$ cat src/rtl/b_to_grey_pkg.sv
// Shared constants and mode encoding for the b_to_grey converter.
// Optional feature macro used by the slice: B_TO_GREY_STEP_CHECK_EN.
package b_to_grey_pkg;

  localparam int GREY_WIDTH_DEF = 4;
  // Popcount result width; 6 bits covers the widest legal word (32).
  localparam int STEP_CNT_W     = 6;

  typedef enum logic {
    MODE_B2G = 1'b0,
    MODE_G2B = 1'b1
  } grey_mode_e;

endpackage

$ cat src/rtl/grey_xor_core.sv
// Combinational binary<->Gray conversion, plus a changed-bit count when
// B_TO_GREY_STEP_CHECK_EN is defined.
module grey_xor_core
  import b_to_grey_pkg::*;
#(
  parameter int WIDTH = GREY_WIDTH_DEF
) (
  input  logic [WIDTH-1:0]      i_code,
  input  logic                  i_mode,
  output logic [WIDTH-1:0]      o_conv
`ifdef B_TO_GREY_STEP_CHECK_EN
  ,
  input  logic [WIDTH-1:0]      i_prev,
  output logic [STEP_CNT_W-1:0] o_diff_cnt
`endif
);

  function automatic logic [WIDTH-1:0] bin2grey(input logic [WIDTH-1:0] x);
    return x ^ (x >> 1);
  endfunction

  // Prefix XOR from the MSB down.
  function automatic logic [WIDTH-1:0] grey2bin(input logic [WIDTH-1:0] x);
    logic [WIDTH-1:0] r;
    r[WIDTH-1] = x[WIDTH-1];
    for (int i = WIDTH - 2; i >= 0; i--) begin
      r[i] = r[i+1] ^ x[i];
    end
    return r;
  endfunction

  function automatic logic [STEP_CNT_W-1:0] popcount(input logic [WIDTH-1:0] x);
    logic [STEP_CNT_W-1:0] n;
    n = '0;
    for (int i = 0; i < WIDTH; i++) begin
      n = n + STEP_CNT_W'(x[i]);
    end
    return n;
  endfunction

  logic [WIDTH-1:0] w_b2g;
  logic [WIDTH-1:0] w_g2b;

  always_comb begin
    w_b2g  = bin2grey(i_code);
    w_g2b  = grey2bin(i_code);
    o_conv = (grey_mode_e'(i_mode) == MODE_G2B) ? w_g2b : w_b2g;
  end

`ifdef B_TO_GREY_STEP_CHECK_EN
  always_comb begin
    o_diff_cnt = popcount(w_b2g ^ i_prev);
  end
`endif

endmodule

$ cat src/rtl/b_to_grey.sv
// Registered binary-to-Gray / Gray-to-binary converter, one-cycle latency.
// Optional Gray step checker (step_err output) under B_TO_GREY_STEP_CHECK_EN.
module b_to_grey
  import b_to_grey_pkg::*;
#(
  parameter int WIDTH = GREY_WIDTH_DEF
) (
  input  logic             clk,
  input  logic             rst_n,
  input  logic             in_valid,
  input  logic             mode,
  input  logic [WIDTH-1:0] b,
  output logic [WIDTH-1:0] g,
  output logic             out_valid
`ifdef B_TO_GREY_STEP_CHECK_EN
  ,
  output logic             step_err
`endif
);

  logic [WIDTH-1:0] w_conv;
  logic [WIDTH-1:0] r_g;
  logic             r_out_valid;

`ifdef B_TO_GREY_STEP_CHECK_EN
  logic [STEP_CNT_W-1:0] w_diff_cnt;
  logic [WIDTH-1:0]      r_hist;
  logic                  r_hist_vld;
  logic                  r_step_err;
`endif

  grey_xor_core #(
    .WIDTH (WIDTH)
  ) u_core (
    .i_code     (b),
    .i_mode     (mode),
    .o_conv     (w_conv)
`ifdef B_TO_GREY_STEP_CHECK_EN
    ,
    .i_prev     (r_hist),
    .o_diff_cnt (w_diff_cnt)
`endif
  );

  always_ff @(posedge clk or negedge rst_n) begin
    if (!rst_n) begin
      r_g         <= '0;
      r_out_valid <= 1'b0;
    end else begin
      r_out_valid <= in_valid;
      if (in_valid) begin
        r_g <= w_conv;
      end
    end
  end

`ifdef B_TO_GREY_STEP_CHECK_EN
  // History tracks only binary-to-Gray results; the first one after reset never flags.
  always_ff @(posedge clk or negedge rst_n) begin
    if (!rst_n) begin
      r_hist     <= '0;
      r_hist_vld <= 1'b0;
      r_step_err <= 1'b0;
    end else if (in_valid) begin
      if (grey_mode_e'(mode) == MODE_B2G) begin
        r_step_err <= r_hist_vld && (w_diff_cnt > STEP_CNT_W'(1));
        r_hist     <= w_conv;
        r_hist_vld <= 1'b1;
      end else begin
        r_step_err <= 1'b0;
      end
    end
  end

  assign step_err = r_step_err;
`endif

  assign g         = r_g;
  assign out_valid = r_out_valid;

endmodule

$ cat config.mk
export PLATFORM = sky130hd
export DESIGN_NAME = b_to_grey
export DESIGN_NICKNAME = d
export VERILOG_FILES = /design/src/rtl/b_to_grey_pkg.sv /design/src/rtl/grey_xor_core.sv /design/src/rtl/b_to_grey.sv
export SDC_FILE = /design/constraint.sdc
export NUM_CORES = 1
export LEC_CHECK = 0
export ABC_AREA = 1
export CAP_MARGIN = 20
export CORE_AREA = 10 10 47 49
export CTS_CLUSTER_DIAMETER = 60
export CTS_CLUSTER_SIZE = 25
export DETAILED_ROUTE_END_ITERATION = 10
export DIE_AREA = 0 0 57 59
export PLACE_DENSITY = 0.56
export SLEW_MARGIN = 25
export SYNTH_ARGS = -nofsm -noshare
export SYNTH_HDL_FRONTEND = slang
export SYNTH_SLANG_ARGS = --single-unit
$ cat constraint.sdc
create_clock -name clk -period 1.7 [get_ports clk]
set_clock_uncertainty 0.1 [all_clocks]
set_input_delay 0.255 -clock clk [delete_from_list [all_inputs] [get_ports clk]]
set_output_delay 0.255 -clock clk [all_outputs]
set_load 0.005 [all_outputs]
==> results_dict.tcl <==
set metrics [dict create \
    vdd_drop_max_uv 187 \
    vias_per_cell 3.91 \
    portBuffers 12 \
    crit_family "buffers and inverters" \
    antennaDiodeCount 0 \
    drtIter0Drc 2 \
    rr_startpoint "g[2]" \
    max_stage_delay_ps 510 \
    met1_usage_pct 4.20 \
    crit_start "g[1]" \
    r2r_slack_ps 970 \
    async_flop_share_pct 100 \
    insertion_delay_ps 240 \
    clock-sinks 5 \
    die-area_um2 3360 \
    fin_nets 57 \
    wire_per_inst_um 9.97 \
    cts_tree "built" \
    synth_flop_cell "dfrtp_1" \
    vias 250 \
    final_cells 64 \
    hold_class "input pin to asynchronous set/reset pin" \
    grt_pass1_vias 272 \
    worst_setup_path_start_kind "register" \
    fin_crit_ps 1440 \
    synthTopCellsByCount "nand2_1, inv_1, dfrtp_1" \
    holdWs_ps 133 \
    synth_top_area_share_pct 49.3 \
    rsz0062_at_grt "false" \
    yosys-top-cells-area "dfrtp_1, nand2_1, inv_1" \
    die_y_um 59 \
    wl_um 638 \
    setup_viol 0 \
    path_cells "clkdlybuf4s50_1" \
    ys_types 10 \
    synth.yosys.warnings 0 \
    syn_nets 40 \
    htreeDepth 1 \
    finalCritPeriodShare_pct 85.0 \
    hpwl_um 544 \
    ctsHoldBuffers 0 \
    drtPass1Iterations 3 \
    cp_slowest_cell "clkdlybuf4s50_1" \
    core_area_um2 1400 \
    drv_cap 0 \
    post_cts_buffers 0 \
    clock_path_buffers 2 \
    hold_viol_final 0 \
    numCtsBuffers 3 \
    grt_overflow 0 \
    grt_max_degree 7 \
    synth_area_um2 254 \
    synth-seq-cells 5 \
    synthMostInstantiatedCell "nand2_1" \
    critPathKind "register to primary output" \
    worstMarginPinSlew_ps 215 \
    ctsResizeCount 0 \
    critPathCaptureType "primary output" \
    cp.arrival_ps 1090 \
    power.density_nw_per_um2 829 \
    slew_headroom_pct 85.6 \
    syn_inst 32 \
    postRouteAntennaNets 0 \
    start_util_pct 18.1 \
    grtUsageMet2_pct 6.05 \
    synth-edff-count 0 \
    slew_violations 0 \
    grt_pass1_wl_um 1150 \
    grtUsageMet3_pct 2.36 \
    post-place-cells 60 \
    cp_max_fo 2 \
    antenna_found_initial 0 \
    fmax_mhz 692 \
    tns_ps 0 \
    p_leak_nw 0.203 \
    grt_util_all_layers_pct 4.60 \
    clk_pin_slew_ps 40 \
    root_buffer "clkbuf_4" \
    syn_area_per_cell_um2 7.94 \
    syn_to_final_growth_pct 65.5 \
    synth_largest_area_cell "dfrtp_1" \
    rows 14 \
    place_congestion 0.711 \
    ys_seq_area_share_pct 49.3 \
    worst-path-buf-inv 1 \
    worst_ep_required_time_ps 1340 \
    drive_above_1_share_pct 14.6 \
    ioPinCount 13 \
    die_w_um 57 \
    grt-busiest-layer "met4" \
    drc 0 \
    status "complete, no violations" \
]
-- layout make-up --
cell class	count	area (um^2)
well taps	16	20.0
flip-flops and latches	5	125
multi-input cells	21	106
repair buffers	12	120
inverters	6	22.5
fillers	157	981
clock buffers	4	26.3
-- metrics by stage --
step / utilization (%) / worst slack, ps / area [um^2] / total power [mW]
after floorplan: - / 775 / 254 / 0.166
after global placement: 28.1 / 167 / 394 / 0.217
after detailed placement: 28.1 / 142 / 394 / 0.219
after CTS: 30.0 / 237 / 420 / 0.359
after global routing: 30.0 / 208 / 420 / 0.373
final: 30.0 / 256 / 420 / 0.348
-- power by group --
part	switching, mW	internal (mW)
registers	0.00640	0.132
logic	0.0306	0.0464
clock network	0.0447	0.0885
-- cells by family (layout without fill, tap and decap cells) --
family	after synthesis	after routing	share of synthesized area (%)
compound gates	4	4	7.88
xor+xnor	1	1	3.45
buf+inv	6	22	8.87
flops	5	5	49.3
simple gates	16	16	30.5
-- registers in the layout, summed over array words and instances (netlist names) --
signal     count
g              4
out_valid      1
-- per-layer routing --
layer / share of wire (%) / vias to the layer above
met5: 0 / -
met4: 0 / 0
met3: 8.0 / 0
met2: 50 / 8
met1: 42 / 113
li1: - / 129
-- cell usage in the layout (no fill, tap or decap) --
cell              n
o21ai_0           2
clkbuf_4          3
nand3_1           3
clkdlybuf4s50_1  12
xnor2_1           1
inv_1             6
clkbuf_1          1
dfrtp_1           5
nand2_2           3
nor2_1            1
nand2_1           8
nand3_2           1
a21oi_1           2
-- final timing paths --
check,to,depth (start not counted)
worst min-delay path,g[1],1
worst min register to register,g[0],2
worst max register to register,g[2],2
min in group clk,g[0],2
max in group asynchronous,out_valid,1
worst max-delay path,g[1],1
No activity file was read; power rests on OpenSTA's default activity.
==> edit (same flow settings) <==
Remove the register `r_out_valid`: a continuous assignment takes its place, so the output `out_valid` follows one clock earlier.
--- a/src/rtl/b_to_grey.sv
+++ b/src/rtl/b_to_grey.sv
@@ -45,14 +45,14 @@
   always_ff @(posedge clk or negedge rst_n) begin
     if (!rst_n) begin
       r_g         <= '0;
-      r_out_valid <= 1'b0;
     end else begin
-      r_out_valid <= in_valid;
       if (in_valid) begin
         r_g <= w_conv;
       end
     end
   end
+
+  assign r_out_valid = in_valid;
 
 `ifdef B_TO_GREY_STEP_CHECK_EN
   // History tracks only binary-to-Gray results; the first one after reset never flags.
Check against the original RTL: not equivalent (Yosys sat finds a counterexample within 4 cycles, from zero or initial values and one cycle with rst_n low).
==> edit against the original RTL <==
Design area fell by 3.3%. Worst hold slack got worse by 0.0062 ns. Synthesized area fell by 3.9%. Largest power group unchanged. Non-clock buffer count is 1 higher. Routed wire length fell by 6.1%. Worst setup slack got worse by 0.14 ns. Sequential cell count shrank 1. Power is 13% lower. Highest routed layer is now met4.
==> edit: results (changes against the original RTL) <==
Drt
  • Final WL: 599 um (was 638 um)
  • Detailed Routing Iterations Pass 1: 2 (was 3)
  • Detailed Route Iter0 Violations: 1 (was 2)
  • Vias: 270 (was 250)

Clock tree
  • Max Root-Sink Buffers: 2 (unchanged)
  • Clock slew at reported path FFs: 0.04 ns (about the same)
  • H-tree depth: 1 (unchanged)

Synth
  • Area share of fa/ha/maj cells after synthesis: 0% (unchanged)
  • Post-synthesis mux area share: 0% (unchanged)
  • Syn_area_per_cell: 6.59 um2 (was 7.94 um2)
  • Synth top area cells: dfrtp_1, nand2_1, nand3_1, inv_1, buf_4 (was dfrtp_1, nand2_1, inv_1, nand2_2, nand3_1)
  • Sequential-to-total area share from yosys stat: 41.0% (was 49.3%)
  • Post-Syn Nets: 45 (was 40)
  • Top FF cell, synth: dfrtp_1 (unchanged)
  • Synth Area in Compound Gates: 7.18% (was 7.88%)
  • Most frequent cells after synthesis: nand2_1, inv_1, dfrtp_1, nand3_1, nor2_1 (was nand2_1, inv_1, dfrtp_1)
  • Post-Synth XOR/XNOR Area: 0% (was 3.45%)
  • Yosys cell types: 11 (was 10)
  • Synthesis Warnings: 0 (unchanged)

Place
  • Hpwl dp: 535 um (was 544 um)
  • Pre-CTS setup slack: 0.102 ns (was 0.142 ns)
  • Placed Cells: 65 (was 60)
  • Final GP Congestion: 0.781 (was 0.711)
  • Buffers on Ports: 12 (unchanged)

Global routing
  • First-pass GRT wire length: 945 um (was 1150 um)
  • Gr usage total: 3.99% (was 4.60%)
  • Number of global-route vias before repair: 248 (was 272)

Critical path
  • R2r worst-path depth: 2 (unchanged)
  • End of the critical path: out_valid (was g[1])
  • Crit. Startpoint: in_valid (was g[1])
  • Reg-to-reg endpoint: g[3] (was g[2])
  • Worst R2R Start: g[3] (was g[2])
  • Arrival time worst endpoint: 1.23 ns (was 1.09 ns)
  • CP peak stage delay: 0.50 ns
  • Worst reg-to-reg setup slack: 0.99 ns (was 0.97 ns)

Power
  • Net Sw Frac: 23.1% (was 23.5%)
  • Comb pwr: 0.0000781 W (was 0.0000771 W)
  • Clock power frac: 37.1% (was 38.2%)
  • Lkg Pwr: 0.211 nW (was 0.203 nW)
  • Max VDD drop: 0.130 mV (was 0.187 mV)

Cells and area
  • Layout Cells excl Fill: 68 (was 64)
  • Layout cell share with drive strength beyond 1: 9.62% (was 14.6%)
  • Max FFs per register: 4 (unchanged)
  • Final #Nets: 62 (was 57)

Timing
  • WHS: 0.127 ns (was 0.133 ns)
  • Slew margin rel.: 88.1% (was 85.6%)
  • Setup ws final: 0.114 ns (was 0.256 ns)

Status
  • Status: complete, no violations (unchanged)
-- edit: logic make-up after synthesis --
| kind of cell | count (synthesis) |
|---|---|
| AO/OA/AOI/OAI | 3 |
| AND/OR/NAND/NOR | 24 |
| buffers and inverters | 6 |
| flip-flops | 4 |
-- edit: per-layer routing --
| metal | vias up | track usage, % | wire [um] |
|---|---|---|---|
| met2 | 9 | 4.96 | 284 |
| met4 | 0 | 7.05 | 29 |
| met3 | 2 | 2.58 | 64 |
| li1 | 148 | - | - |
| met1 | 111 | 3.24 | 221 |
| met5 | - | 0 | 0 |
-- edit: through the flow --
step                total power [W]  instance area [um2]
CTS                        0.000309                  407
global placement           0.000192                  384
floorplan                  0.000143                  244
finish                     0.000302                  407
global route               0.000335                  407
detailed placement         0.000193                  384
-- edit: cell type report --
cell class              instances  area, um2
clock buffers                   3       22.5
fillers                       163        995
inverters                       5       18.8
multi-input cells              27        118
flip-flops and latches          4        100
well taps                      16       20.0
repair buffers                 13        128
